--- src/rtl/decode_stage.sv ---
// -----------------------------------------------------------------------------
// decode_stage
//
// RV32I instruction decode stage with optional RV32M and Zicsr/mret decode.
// The raw instruction is decoded combinationally and captured, together with
// its pc, into a two-entry buffer (main + skid) on input transfer. The main
// entry is what downstream sees. The skid entry absorbs one instruction while
// main is stalled, so in_ready can come straight from a flop.
//
// Ports
//   clk, rst    clock, asynchronous active-high reset
//   in_valid    upstream instruction valid
//   in_ready    stage can accept (registered, = !skid_full)
//   in_inst     raw 32-bit instruction
//   in_pc       instruction address (XLEN)
//   flush       drop both held entries and the incoming instruction
//   out_valid   main entry valid
//   out_ready   downstream accepts the main entry
//   out_inst    instruction of the main entry
//   out_pc      pc of the main entry
//   ctrl        26-bit decoded control bundle of the main entry
//
// ctrl map
//   [2:0] alu_op / M funct3   3 alu_imm   4 alu_sub   5 alu_sra   6 rd_w
//   7 ld_upper   8 add_pc   9 jmp_reg   10 is_branch   11 is_jmp
//   12 is_load   13 is_store   14 is_fence   15 is_fencei   16 is_csr
//   17 is_mret   18 exc_ecall   19 exc_break   20 csr_zimm   21 csr_w
//   22 csr_set   23 csr_clr   24 is_muldiv   25 exc_illegal
// -----------------------------------------------------------------------------
module decode_stage #(
    parameter int XLEN       = 32,
    parameter int ENABLE_M   = 1,
    parameter int ENABLE_CSR = 1
) (
    input  logic            clk,
    input  logic            rst,
    input  logic            in_valid,
    output logic            in_ready,
    input  logic [31:0]     in_inst,
    input  logic [XLEN-1:0] in_pc,
    input  logic            flush,
    output logic            out_valid,
    input  logic            out_ready,
    output logic [31:0]     out_inst,
    output logic [XLEN-1:0] out_pc,
    output logic [25:0]     ctrl
);

    // ctrl bit positions
    localparam int B_ALU_IMM  = 3;
    localparam int B_ALU_SUB  = 4;
    localparam int B_ALU_SRA  = 5;
    localparam int B_RD_W     = 6;
    localparam int B_LD_UPPER = 7;
    localparam int B_ADD_PC   = 8;
    localparam int B_JMP_REG  = 9;
    localparam int B_BRANCH   = 10;
    localparam int B_JMP      = 11;
    localparam int B_LOAD     = 12;
    localparam int B_STORE    = 13;
    localparam int B_FENCE    = 14;
    localparam int B_FENCEI   = 15;
    localparam int B_CSR      = 16;
    localparam int B_MRET     = 17;
    localparam int B_ECALL    = 18;
    localparam int B_EBREAK   = 19;
    localparam int B_CSR_ZIMM = 20;
    localparam int B_CSR_W    = 21;
    localparam int B_CSR_SET  = 22;
    localparam int B_CSR_CLR  = 23;
    localparam int B_MULDIV   = 24;
    localparam int B_ILLEGAL  = 25;

    // Full 7-bit opcodes: a compressed encoding (inst[1:0] != 11) can never
    // match any of these, so it lands in the illegal default.
    localparam logic [6:0] OPC_LUI      = 7'b0110111;
    localparam logic [6:0] OPC_AUIPC    = 7'b0010111;
    localparam logic [6:0] OPC_JAL      = 7'b1101111;
    localparam logic [6:0] OPC_JALR     = 7'b1100111;
    localparam logic [6:0] OPC_BRANCH   = 7'b1100011;
    localparam logic [6:0] OPC_LOAD     = 7'b0000011;
    localparam logic [6:0] OPC_STORE    = 7'b0100011;
    localparam logic [6:0] OPC_OP_IMM   = 7'b0010011;
    localparam logic [6:0] OPC_OP       = 7'b0110011;
    localparam logic [6:0] OPC_MISC_MEM = 7'b0001111;
    localparam logic [6:0] OPC_SYSTEM   = 7'b1110011;

    localparam logic [6:0] F7_BASE = 7'b0000000;
    localparam logic [6:0] F7_ALT  = 7'b0100000;
    localparam logic [6:0] F7_MUL  = 7'b0000001;

    localparam logic [31:0] INST_ECALL  = 32'h0000_0073;
    localparam logic [31:0] INST_EBREAK = 32'h0010_0073;
    localparam logic [31:0] INST_MRET   = 32'h3020_0073;

    localparam bit M_ON   = (ENABLE_M != 0);
    localparam bit CSR_ON = (ENABLE_CSR != 0);

    typedef struct packed {
        logic [31:0]     inst;
        logic [XLEN-1:0] pc;
        logic [25:0]     ctrl;
    } entry_t;

    // -------------------------------------------------------------------------
    // Combinational decode of the incoming instruction
    // -------------------------------------------------------------------------
    logic [6:0]  opcode;
    logic [2:0]  funct3;
    logic [6:0]  funct7;
    logic [25:0] dec_raw;
    logic [25:0] dec_ctrl;
    logic        illegal;

    assign opcode = in_inst[6:0];
    assign funct3 = in_inst[14:12];
    assign funct7 = in_inst[31:25];

    always_comb begin
        dec_raw = '0;
        illegal = 1'b0;
        case (opcode)
            OPC_LUI: begin
                dec_raw[B_RD_W]     = 1'b1;
                dec_raw[B_LD_UPPER] = 1'b1;
            end
            OPC_AUIPC: begin
                dec_raw[B_RD_W]   = 1'b1;
                dec_raw[B_ADD_PC] = 1'b1;
            end
            OPC_JAL: begin
                dec_raw[B_RD_W] = 1'b1;
                dec_raw[B_JMP]  = 1'b1;
            end
            OPC_JALR: begin
                if (funct3 == 3'b000) begin
                    dec_raw[B_RD_W]    = 1'b1;
                    dec_raw[B_JMP]     = 1'b1;
                    dec_raw[B_JMP_REG] = 1'b1;
                    dec_raw[B_ALU_IMM] = 1'b1;
                end else begin
                    illegal = 1'b1;
                end
            end
            OPC_BRANCH: begin
                // funct3 010/011 are unassigned branch encodings
                if (funct3[2:1] == 2'b01) illegal = 1'b1;
                else                      dec_raw[B_BRANCH] = 1'b1;
            end
            OPC_LOAD: begin
                // lb lh lw lbu lhu
                if (funct3 == 3'b011 || funct3[2:1] == 2'b11) begin
                    illegal = 1'b1;
                end else begin
                    dec_raw[B_RD_W]    = 1'b1;
                    dec_raw[B_ALU_IMM] = 1'b1;
                    dec_raw[B_LOAD]    = 1'b1;
                end
            end
            OPC_STORE: begin
                // sb sh sw
                if (funct3[2] || funct3 == 3'b011) begin
                    illegal = 1'b1;
                end else begin
                    dec_raw[B_ALU_IMM] = 1'b1;
                    dec_raw[B_STORE]   = 1'b1;
                end
            end
            OPC_OP_IMM: begin
                dec_raw[B_RD_W]    = 1'b1;
                dec_raw[B_ALU_IMM] = 1'b1;
                dec_raw[2:0]       = funct3;
                // Only the shift forms constrain the upper immediate bits.
                if (funct3 == 3'b001 && funct7 != F7_BASE) illegal = 1'b1;
                if (funct3 == 3'b101) begin
                    if (funct7 == F7_ALT)       dec_raw[B_ALU_SRA] = 1'b1;
                    else if (funct7 != F7_BASE) illegal = 1'b1;
                end
            end
            OPC_OP: begin
                dec_raw[B_RD_W] = 1'b1;
                dec_raw[2:0]    = funct3;
                if (funct7 == F7_BASE) begin
                    // plain register-register ALU op
                end else if (funct7 == F7_ALT) begin
                    if (funct3 == 3'b000)      dec_raw[B_ALU_SUB] = 1'b1;
                    else if (funct3 == 3'b101) dec_raw[B_ALU_SRA] = 1'b1;
                    else                       illegal = 1'b1;
                end else if (funct7 == F7_MUL && M_ON) begin
                    dec_raw[B_MULDIV] = 1'b1;
                end else begin
                    illegal = 1'b1;
                end
            end
            OPC_MISC_MEM: begin
                if (funct3 == 3'b000)      dec_raw[B_FENCE]  = 1'b1;
                else if (funct3 == 3'b001) dec_raw[B_FENCEI] = 1'b1;
                else                       illegal = 1'b1;
            end
            OPC_SYSTEM: begin
                case (funct3)
                    3'b000: begin
                        // privileged forms are matched on the whole word
                        if (in_inst == INST_ECALL)               dec_raw[B_ECALL]  = 1'b1;
                        else if (in_inst == INST_EBREAK)         dec_raw[B_EBREAK] = 1'b1;
                        else if (in_inst == INST_MRET && CSR_ON) dec_raw[B_MRET]   = 1'b1;
                        else                                     illegal = 1'b1;
                    end
                    3'b100: illegal = 1'b1;
                    default: begin
                        if (CSR_ON) begin
                            dec_raw[B_RD_W]     = 1'b1;
                            dec_raw[B_CSR]      = 1'b1;
                            dec_raw[B_CSR_ZIMM] = funct3[2];
                            case (funct3[1:0])
                                2'b01:   dec_raw[B_CSR_W]   = 1'b1;
                                2'b10:   dec_raw[B_CSR_SET] = 1'b1;
                                2'b11:   dec_raw[B_CSR_CLR] = 1'b1;
                                default: illegal = 1'b1;
                            endcase
                        end else begin
                            illegal = 1'b1;
                        end
                    end
                endcase
            end
            default: illegal = 1'b1;
        endcase
    end

    // An illegal instruction still flows down the pipe, carrying only the
    // exception flag so nothing downstream acts on stale partial decode.
    always_comb begin
        dec_ctrl = dec_raw;
        if (illegal) begin
            dec_ctrl            = '0;
            dec_ctrl[B_ILLEGAL] = 1'b1;
        end
    end

    // -------------------------------------------------------------------------
    // Two-entry buffer
    // -------------------------------------------------------------------------
    entry_t main_q, skid_q, in_entry;
    logic   main_v, skid_v;
    logic   in_fire, out_fire;

    assign in_entry = '{inst: in_inst, pc: in_pc, ctrl: dec_ctrl};

    // Skid is only ever filled while main is full, so !skid_v is exactly
    // "room for one more" and comes straight from a flop.
    assign in_ready = ~skid_v;
    assign in_fire  = in_valid & in_ready;
    assign out_fire = main_v & out_ready;

    always_ff @(posedge clk or posedge rst) begin
        if (rst) begin
            main_v <= 1'b0;
            skid_v <= 1'b0;
            main_q <= '0;
            skid_q <= '0;
        end else if (flush) begin
            main_v <= 1'b0;
            skid_v <= 1'b0;
        end else if (!main_v || out_fire) begin
            // main is free this edge: older skid entry wins, else take input
            if (skid_v) begin
                main_q <= skid_q;
                main_v <= 1'b1;
                skid_v <= 1'b0;
            end else if (in_fire) begin
                main_q <= in_entry;
                main_v <= 1'b1;
            end else begin
                main_v <= 1'b0;
            end
        end else if (in_fire) begin
            // main stalled: park the new instruction in skid
            skid_q <= in_entry;
            skid_v <= 1'b1;
        end
    end

    assign out_valid = main_v;
    assign out_inst  = main_q.inst;
    assign out_pc    = main_q.pc;
    assign ctrl      = main_q.ctrl;

endmodule

--- config.mk ---
export PLATFORM = sky130hd
export DESIGN_NAME = decode_stage
export DESIGN_NICKNAME = d
export VERILOG_FILES = /design/src/rtl/decode_stage.sv
export SDC_FILE = /design/constraint.sdc
export NUM_CORES = 1
export LEC_CHECK = 0
export BUFFER_PORTS_ARGS = -buffer_cell sky130_fd_sc_hd__buf_2
export CORE_MARGIN = 2
export CORE_UTILIZATION = 33
export CTS_CLUSTER_SIZE = 12
export DETAILED_ROUTE_END_ITERATION = 16
export MAX_ROUTING_LAYER = met4
export PLACE_DENSITY_LB_ADDON = 0.05
export SLEW_MARGIN = 0
export SYNTH_ARGS = -nofsm -noshare
export SYNTH_HDL_FRONTEND = slang
export SYNTH_SLANG_ARGS = --single-unit
--- constraint.sdc ---
create_clock -name clk -period 8.2 [get_ports clk]
set_clock_uncertainty 0.15 [all_clocks]
set_input_delay 1.64 -clock clk [delete_from_list [all_inputs] [get_ports clk]]
set_output_delay 1.64 -clock clk [all_outputs]
set_load 0.01 [all_outputs]
==> results of run 1 <==
worst max-delay path: stages, from the launching register on:
cell and delay, ns:
dfrtp_4 0.92, clkinv_1 0.44, buf_2 0.26
cell families after synthesis:
group / share of synthesized area (%)
compound gates: 11.0
simple gates: 21.4
buf+inv: 2.99
mux: 8.18
flops: 56.4
layout make-up:
cell class / instances / area [µm²] / share of cell area, %
diodes: 1 / 2.50 / 0.0256
clock buffers: 20 / 447 / 4.58
clock inverters: 12 / 189 / 1.94
inverters: 3 / 18.8 / 0.192
multi-input cells: 628 / 3290 / 33.7
flip-flops and latches: 182 / 4560 / 46.7
well taps: 324 / 405 / 4.15
repair buffers: 166 / 846 / 8.67
power groups by stage:
stage	Combinational [mW]	Sequential, mW	Clock [mW]
6_report	0.304	1.10	0.889
5_1_grt	0.350	1.12	0.953
4_1_cts	0.311	1.10	0.918
3_5_place_dp	0.311	1.12	0
3_3_place_gp	0.306	1.12	0
2_1_floorplan	0.159	1.13	0
state kept, by name, summed over array words and instances (netlist names):
signal	count
out_pc	32
out_valid	1
skid_v	1
skid_q	90
out_inst	32
ctrl	26
final timing paths:
kind	start	endpoint	slack, ns	cells past startpoint
worst max-delay path	skid_v$_DFFE_PP0P_	in_ready	4.34	2
worst max register to register	skid_v$_DFFE_PP0P_	ctrl[1]$_DFFE_PP0P_	5.13	6
min in group asynchronous	rst	skid_q[53]$_DFFE_PP0P_	1.19	2
worst min register to register	skid_q[6]$_DFFE_PP0P_	skid_q[6]$_DFFE_PP0P_	0.32	2
worst min-delay path	skid_q[6]$_DFFE_PP0P_	skid_q[6]$_DFFE_PP0P_	0.32	2
max in group asynchronous	rst	ctrl[18]$_DFFE_PP0P_	5.28	3
per-layer routing:
layer	vias up	global-route usage, %
li1	3167	-
met1	2933	25.2
met2	124	25.6
met3	15	3.72
met4	0	4.05
met5	-	-
synth_stat cells, drive strengths merged, types with 2 or more instances:
library cell and n:
and3 11, and4b 2, nand3b 3, dfrtp 182
nand3 6, inv 2, nand4b 3, a2111oi 2
or3 2, nor3 10, buf 9, o21ai 100
nand2b 6, mux2i 66, nor2b 2, o31ai 7
a22o 2, nand2 309, o211ai 3, a21o 2
nor2 32, clkbuf 52, nor4 5, o21a 4
nand4 6, and2 6, a31o 2, a21oi 26
through the flow:
stage / hold WS [ns] / total power [mW] / instances / cell area (µm²) / util (%)
floorplan: 0.291 / 1.29 / 874 / 8070 / -
global placement: 0.306 / 1.42 / 1303 / 9120 / 37.7
detailed placement: 0.309 / 1.43 / 1303 / 9120 / 37.7
CTS: 0.323 / 2.33 / 1335 / 9760 / 40.4
global route: 0.346 / 2.42 / 1336 / 9760 / 40.4
finish: 0.319 / 2.29 / 1336 / 9760 / 40.4
==> metrics.txt, run 1 <==
post-synth top area share 56.4%; most frequent cells in the layout nand2_1 (307), dfrtp_1 (181), buf_2 (160); Row Count 57; f_max 259 MHz; Netlist cell types 44; Startpoint Class flip-flop; Hold Vio Cnt, Final 0; Cell Pwr Density 235 nW/µm²; commonest non-fill, non-tap cell in the layout nand2_1; Critical Path End Type primary output; Detailed Place HPWL 13800 µm; Synth Register Bits 182; min cycle time layout 3.86 ns; H-tree depth 4; worst-skew pair later-pin latency 0.43 ns; Syn Area/Cell 9.24 µm²; EDFF count, synth 0; fraction of layout cells with a size suffix above 1 20.6%; final setup TNS 0 ns; Max IR drop VDD 0.110 mV; min-delay worst type reg2reg; Psw 620 µW; CTS tree built; Worst EP required 6.41 ns; Combinational Power Share 13.3%; Final nets 1067; sequential area share after synthesis 56.4%; post-route ant nets 0; Sw Share 27.1%; uppermost layer routed met4; # setup viols final 0; kind of critical path reg2out; leading area contributor after synthesis dfrtp_1; leakage 4.75 nW; DR pass1 iterations 4; TritonCTS Buffers 17; Port Buf Inserts 160; top cells by area, synth dfrtp_1 (56%), nand2_1 (14%), mux2i_1 (8.2%); routed wl met2 9280 µm; clock power share 38.8%; GRT Overall Usage 17.6%; Place WS 4.15 ns; DR iter-0 viols 320; Worst EP arrival 2.07 ns; period utilization 47.0%; initial antenna violation count 1; Worst Tran Pin Value 1.09 ns; Die Ht 160 µm; # fillers 2506; Critical Path Fanout Max 41; share of power burned in registers 47.9%; status complete, no violations; Post-CTS Setup Bufs 0; die area 25700 µm²; Net Count, Synth 943; Die W 160 µm; Slew HR 27.6%; core region area 24200 µm²; WL met1 10900 µm; largest net degree at the start of global routing 122; Area Growth Syn to Fin 20.9%; vias in the first global route 6141; Post-CTS Resized 0; routed len/inst 15.9 µm; clk sink count 182; maxcap violations 0; Post-Syn Area 8070 µm²; DR vias/cell 4.67; gpl congestion 0.767; metal3 WL 777 µm; grt total ovfl 0; Power Internal 1.67 mW; global-route wire length before repair 34800 µm; most used flip-flop cell after synthesis dfrtp_1; clk slew on worst S/H paths 0.07 ns; async set-reset flop share out of synthesis 100%; CTS max path bufs 2; final WL 21200 µm; hold-fix buffers at CTS 0; setup slack after layout 4.34 ns; initial core utilization 33.4%; Gate Count Post-Synth 874; synth warn 0; Top Ports 161; DR DRC count 0; RSZ-0062 raised after global routing no; root buf cell clkbuf_16; Max Slew Vio Count 0; Vias 6239
Note: power is estimated with default switching activity, not from simulation.
==> run 2: changes to the inputs <==
==> constraint.sdc (replaced) <==
create_clock -name clk -period 3.55 [get_ports clk]
set_clock_uncertainty 0.15 [all_clocks]
set_input_delay 0.71 -clock clk [delete_from_list [all_inputs] [get_ports clk]]
set_output_delay 0.71 -clock clk [all_outputs]
set_load 0.01 [all_outputs]
==> run 2 against run 1 <==
Count of clock-buffer cells in the layout is 1 lower. Routed wire length increased by 1.3%. Cell count increased by 0.67%. First-iteration DRC count is 6.3% higher. Global-route usage about the same. Sequential cell count did not move. Power up 120%. Worst hold slack worse by 0.086 ns. Sequential power grew 130%. Combinational power increased by 130%. Clock power is 110% higher.
==> metrics.txt, run 2 (same netlist as run 1, synthesis figures left out) <==
Detailed Place HPWL 14500 µm; DR vias/cell 4.66; min-delay worst type in2async; Top Ports 161; share of power burned in registers 49.7%; routed len/inst 16.0 µm; Area Growth Syn to Fin 21.3%; TritonCTS Buffers 17; maxcap violations 0; leakage 4.77 nW; reg2reg start skid_v$_DFFE_PP0P_; DR pass1 iterations 5; fin area 9790 µm²; Psw 1.47 mW; f_max 381 MHz; Startpoint Class flip-flop; initial antenna violation count 1; Worst EP arrival 1.77 ns; Die Ht 160 µm; Power Internal 3.62 mW; Vias 6272; Post-CTS Resized 0; status complete, no violations; Final nets 1076; DR iter-0 viols 340; clock power share 36.2%; final WL 21500 µm; post-route ant nets 0; vias in the first global route 6142; Combinational Power Share 14.0%; hold-fix buffers at CTS 0; Max Slew Vio Count 0; reg2reg path depth 5; commonest non-fill, non-tap cell in the layout nand2_1; GRT Overall Usage 17.6%; max reg flops 90; Worst Hold Slack 0.233 ns; kind of critical path reg2out; core region area 24200 µm²; Die W 160 µm; CTS tree built; Hold Vio Cnt, Final 0; Max IR drop VDD 0.256 mV; min cycle time layout 2.63 ns; placed cell areas 9220 µm²; grt total ovfl 0; Post-CTS Setup Bufs 0; Critical Path Fanout Max 24; Row Count 57; largest net degree at the start of global routing 73; RSZ-0062 raised after global routing no; global-route wire length before repair 34700 µm; CTS max path bufs 2; worst-skew pair later-pin latency 0.43 ns; setup slack after layout 0.924 ns; die area 25700 µm²; fraction of layout cells with a size suffix above 1 21.5%; clk sink count 182; end of the worst register-to-register path skid_q[39]$_DFFE_PP0P_; Sw Share 28.9%; largest register by flop count skid_q; Slew HR 48.5%; Worst Tran Pin Value 0.772 ns; Critical Path End Type primary output; Place WS 0.698 ns; Port Buf Inserts 160; # setup viols final 0; H-tree depth 4; DR DRC count 0; final setup TNS 0 ns; root buf cell clkbuf_16; Reg2Reg Setup Slack 1.02 ns; Worst EP required 2.69 ns; clk slew on worst S/H paths 0.07 ns; gpl congestion 0.789; Cell Pwr Density 520 nW/µm²; most frequent cells in the layout nand2_1 (307), dfrtp_1 (181), buf_2 (160); period utilization 74.0%; initial core utilization 33.4%
[run 2: cell type report]
class                   instances  area [µm²]
clock inverters                13         111
diodes                          1        2.50
clock buffers                  19         453
inverters                       3        15.0
repair buffers                175         951
well taps                     324         405
flip-flops and latches        182        4560
fillers                      2448       14400
multi-input cells             628        3290
[run 2: worst max path at each step]
stage / from / endpoint / slack (ns) / cells after the start
after floorplan: rst / ctrl[0]$_DFFE_PP0P_ / 0.35 / 1
after global placement: out_ready / skid_q[52]$_DFFE_PP0P_ / 0.73 / 7
after detailed placement: out_ready / skid_q[53]$_DFFE_PP0P_ / 0.70 / 7
after CTS: skid_v$_DFFE_PP0P_ / in_ready / 0.89 / 2
after global routing: skid_v$_DFFE_PP0P_ / skid_q[48]$_DFFE_PP0P_ / 0.80 / 5
final: skid_v$_DFFE_PP0P_ / in_ready / 0.92 / 2
[run 2: power groups by stage]
| stage | clock network, mW | registers [mW] | logic [mW] |
|---|---|---|---|
| after floorplan | 0 | 2.60 | 0.367 |
| after global placement | 0 | 2.57 | 0.726 |
| after detailed placement | 0 | 2.57 | 0.733 |
| after CTS | 1.90 | 2.53 | 0.732 |
| after global routing | 1.99 | 2.57 | 0.823 |
| final | 1.84 | 2.53 | 0.714 |
[run 2: per-layer routing]
metal  part of all wire [%]  GRT usage (%)  vias up  routed length, µm
met5                      0              -        -                  0
met4                    1.1           4.05        0                243
met3                    5.1           4.31       15               1090
met2                     43           24.8      128               9320
met1                     50           25.4     2945              10800
li1                       -              -     3184                  -
[run 2: per-stage QoR]
| step | power, mW | util [%] | cells |
|---|---|---|---|
| final | 5.09 | 40.5 | 1345 |
| after global routing | 5.38 | 40.5 | 1345 |
| after CTS | 5.16 | 40.5 | 1344 |
| after detailed placement | 3.30 | 38.1 | 1312 |
| after global placement | 3.30 | 38.1 | 1312 |
| after floorplan | 2.97 | - | 874 |
[run 2: critical path: stages (launching register included)]
cell and delay [ns]:
dfrtp_4 0.70, clkinv_1 0.38, buf_2 0.25
==> run 3: changes to the inputs <==
==> constraint.sdc (replaced) <==
create_clock -name clk -period 2.1 [get_ports clk]
set_clock_uncertainty 0.15 [all_clocks]
set_input_delay 0.42 -clock clk [delete_from_list [all_inputs] [get_ports clk]]
set_output_delay 0.42 -clock clk [all_outputs]
set_load 0.01 [all_outputs]
==> run 3 against run 2 <==
Non-clock buffer count increased by 57. Die area unchanged. Cell area increased by 6.5%. Clock power increased by 78%.
==> metrics.txt, run 3 (same netlist as run 1, synthesis figures left out) <==
status complete, no violations; commonest non-fill, non-tap cell in the layout nand2_1; CTS tree built; worst-skew pair later-pin latency 0.43 ns; # setup viols final 0; DR vias/cell 4.69; Die Ht 160 µm; f_max 496 MHz; kind of critical path reg2out; vias in the first global route 6465; final WL 22500 µm; Post-CTS Setup Bufs 0; routed len/inst 16.1 µm; post-layout util 43.1%; Combinational Power Share 14.9%; placed cell areas 9750 µm²; TritonCTS Buffers 17; Post-Layout Cell Count 1401; core region area 24200 µm²; Placed Cells 1366; most frequent cells in the layout nand2_1 (307), dfrtp_1 (181), buf_2 (160); reg2reg start skid_v$_DFFE_PP0P_; Psw 2.48 mW; Worst EP arrival 1.45 ns; min cycle time layout 2.02 ns; reg2reg path depth 7; Power Internal 6.37 mW; Reg2Reg Setup Slack 0.16 ns; CTS max path bufs 2; Top Ports 161; Row Count 57; DR DRC count 0; Die W 160 µm; leakage 5.13 nW; min-delay worst type in2reg; Sw Share 28.0%; initial antenna violation count 1; share of power burned in registers 48.2%; max reg flops 90; largest register by flop count skid_q; end point of the critical path in_ready; gpl congestion 0.769; Detailed Place HPWL 15100 µm; DR iter-0 viols 374; end of the worst register-to-register path ctrl[3]$_DFFE_PP0P_; crit path launch skid_v$_DFFE_PP0P_; post-route ant nets 0; initial core utilization 33.4%; Hold Vio Cnt, Final 0; die area 25700 µm²; period utilization 96.0%; Cell Pwr Density 849 nW/µm²; maxcap violations 0; Max IR drop VDD 0.442 mV; Critical Path Fanout Max 18; Port Buf Inserts 160; Critical Path End Type primary output; RSZ-0062 raised after global routing no; Max Slew Vio Count 0; root buf cell clkbuf_16; clk slew on worst S/H paths 0.07 ns; clock power share 37.0%; clk sink count 182; final setup TNS 0 ns; DR pass1 iterations 4; hold path depth 2; Worst Hold Slack 0.0336 ns; fraction of layout cells with a size suffix above 1 25.6%; Area Growth Syn to Fin 29.1%; hold path start flush; Startpoint Class flip-flop; H-tree depth 4; Final nets 1133; grt total ovfl 0; fin area 10400 µm²; largest net degree at the start of global routing 58; global-route wire length before repair 36700 µm; GRT Overall Usage 18.6%; Vias 6568; Worst Tran Pin Value 0.517 ns; Worst EP required 1.53 ns; Slew HR 65.2%
[run 3: per-layer routing]
| layer | routed length [µm] | vias to the layer above | share of wire (%) | global-route usage (%) |
|---|---|---|---|---|
| met5 | 0 | - | 0 | - |
| met4 | 206 | 0 | 0.92 | 4.18 |
| met3 | 1120 | 15 | 5.0 | 3.98 |
| met2 | 10100 | 142 | 45 | 27.8 |
| met1 | 11000 | 3102 | 49 | 26.2 |
| li1 | - | 3309 | - | - |
[run 3: how the worst min path moves through the flow]
stage	to	slack [ns]
after floorplan	skid_q[3]$_DFFE_PP0P_	0.29
final	out_valid$_DFFE_PP0N_	0.03
after CTS	out_valid$_DFFE_PP0N_	0.02
after global placement	skid_q[26]$_DFFE_PP0P_	0.31
after detailed placement	skid_q[26]$_DFFE_PP0P_	0.31
after global routing	out_valid$_DFFE_PP0N_	0.02
[run 3: what timing repair did]
| action | 4_1_cts | 5_1_grt |
|---|---|---|
| hold buffers | 1 | 0 |
| endpoints found under the setup margin | 1 | 1 |
| cloned | 2 | 0 |
| hold endpoints to repair | 8 | 0 |
| resized for setup | 2 | 1 |
[run 3: power groups by stage]
stage | clock, mW | sequential, mW | combinational, mW
floorplan | 0 | 4.40 | 0.620
global placement | 0 | 4.32 | 1.32
detailed placement | 0 | 4.33 | 1.34
CTS | 3.37 | 4.27 | 1.35
global route | 3.50 | 4.33 | 1.51
finish | 3.27 | 4.26 | 1.32
[run 3: critical path, cell delays in order (launching register included)]
cell	delay, ns
dfrtp_4	0.51
buf_16	0.21
clkinv_2	0.12
buf_2	0.16
[run 3: cell type report]
cell class,count,area (µm²)
diodes,1,2.50
clock buffers,19,443
clock inverters,12,144
fillers,2440,13800
inverters,3,16.3
multi-input cells,628,3300
flip-flops and latches,182,4560
well taps,324,405
repair buffers,232,1550
[run 3: metrics by stage]
| step | setup WS (ns) | total power, mW |
|---|---|---|
| after global placement | -0.278 | 5.64 |
| after floorplan | -0.807 | 5.02 |
| after CTS | 0.0619 | 8.98 |
| after global routing | 0.0281 | 9.34 |
| final | 0.0849 | 8.85 |
| after detailed placement | -0.219 | 5.67 |
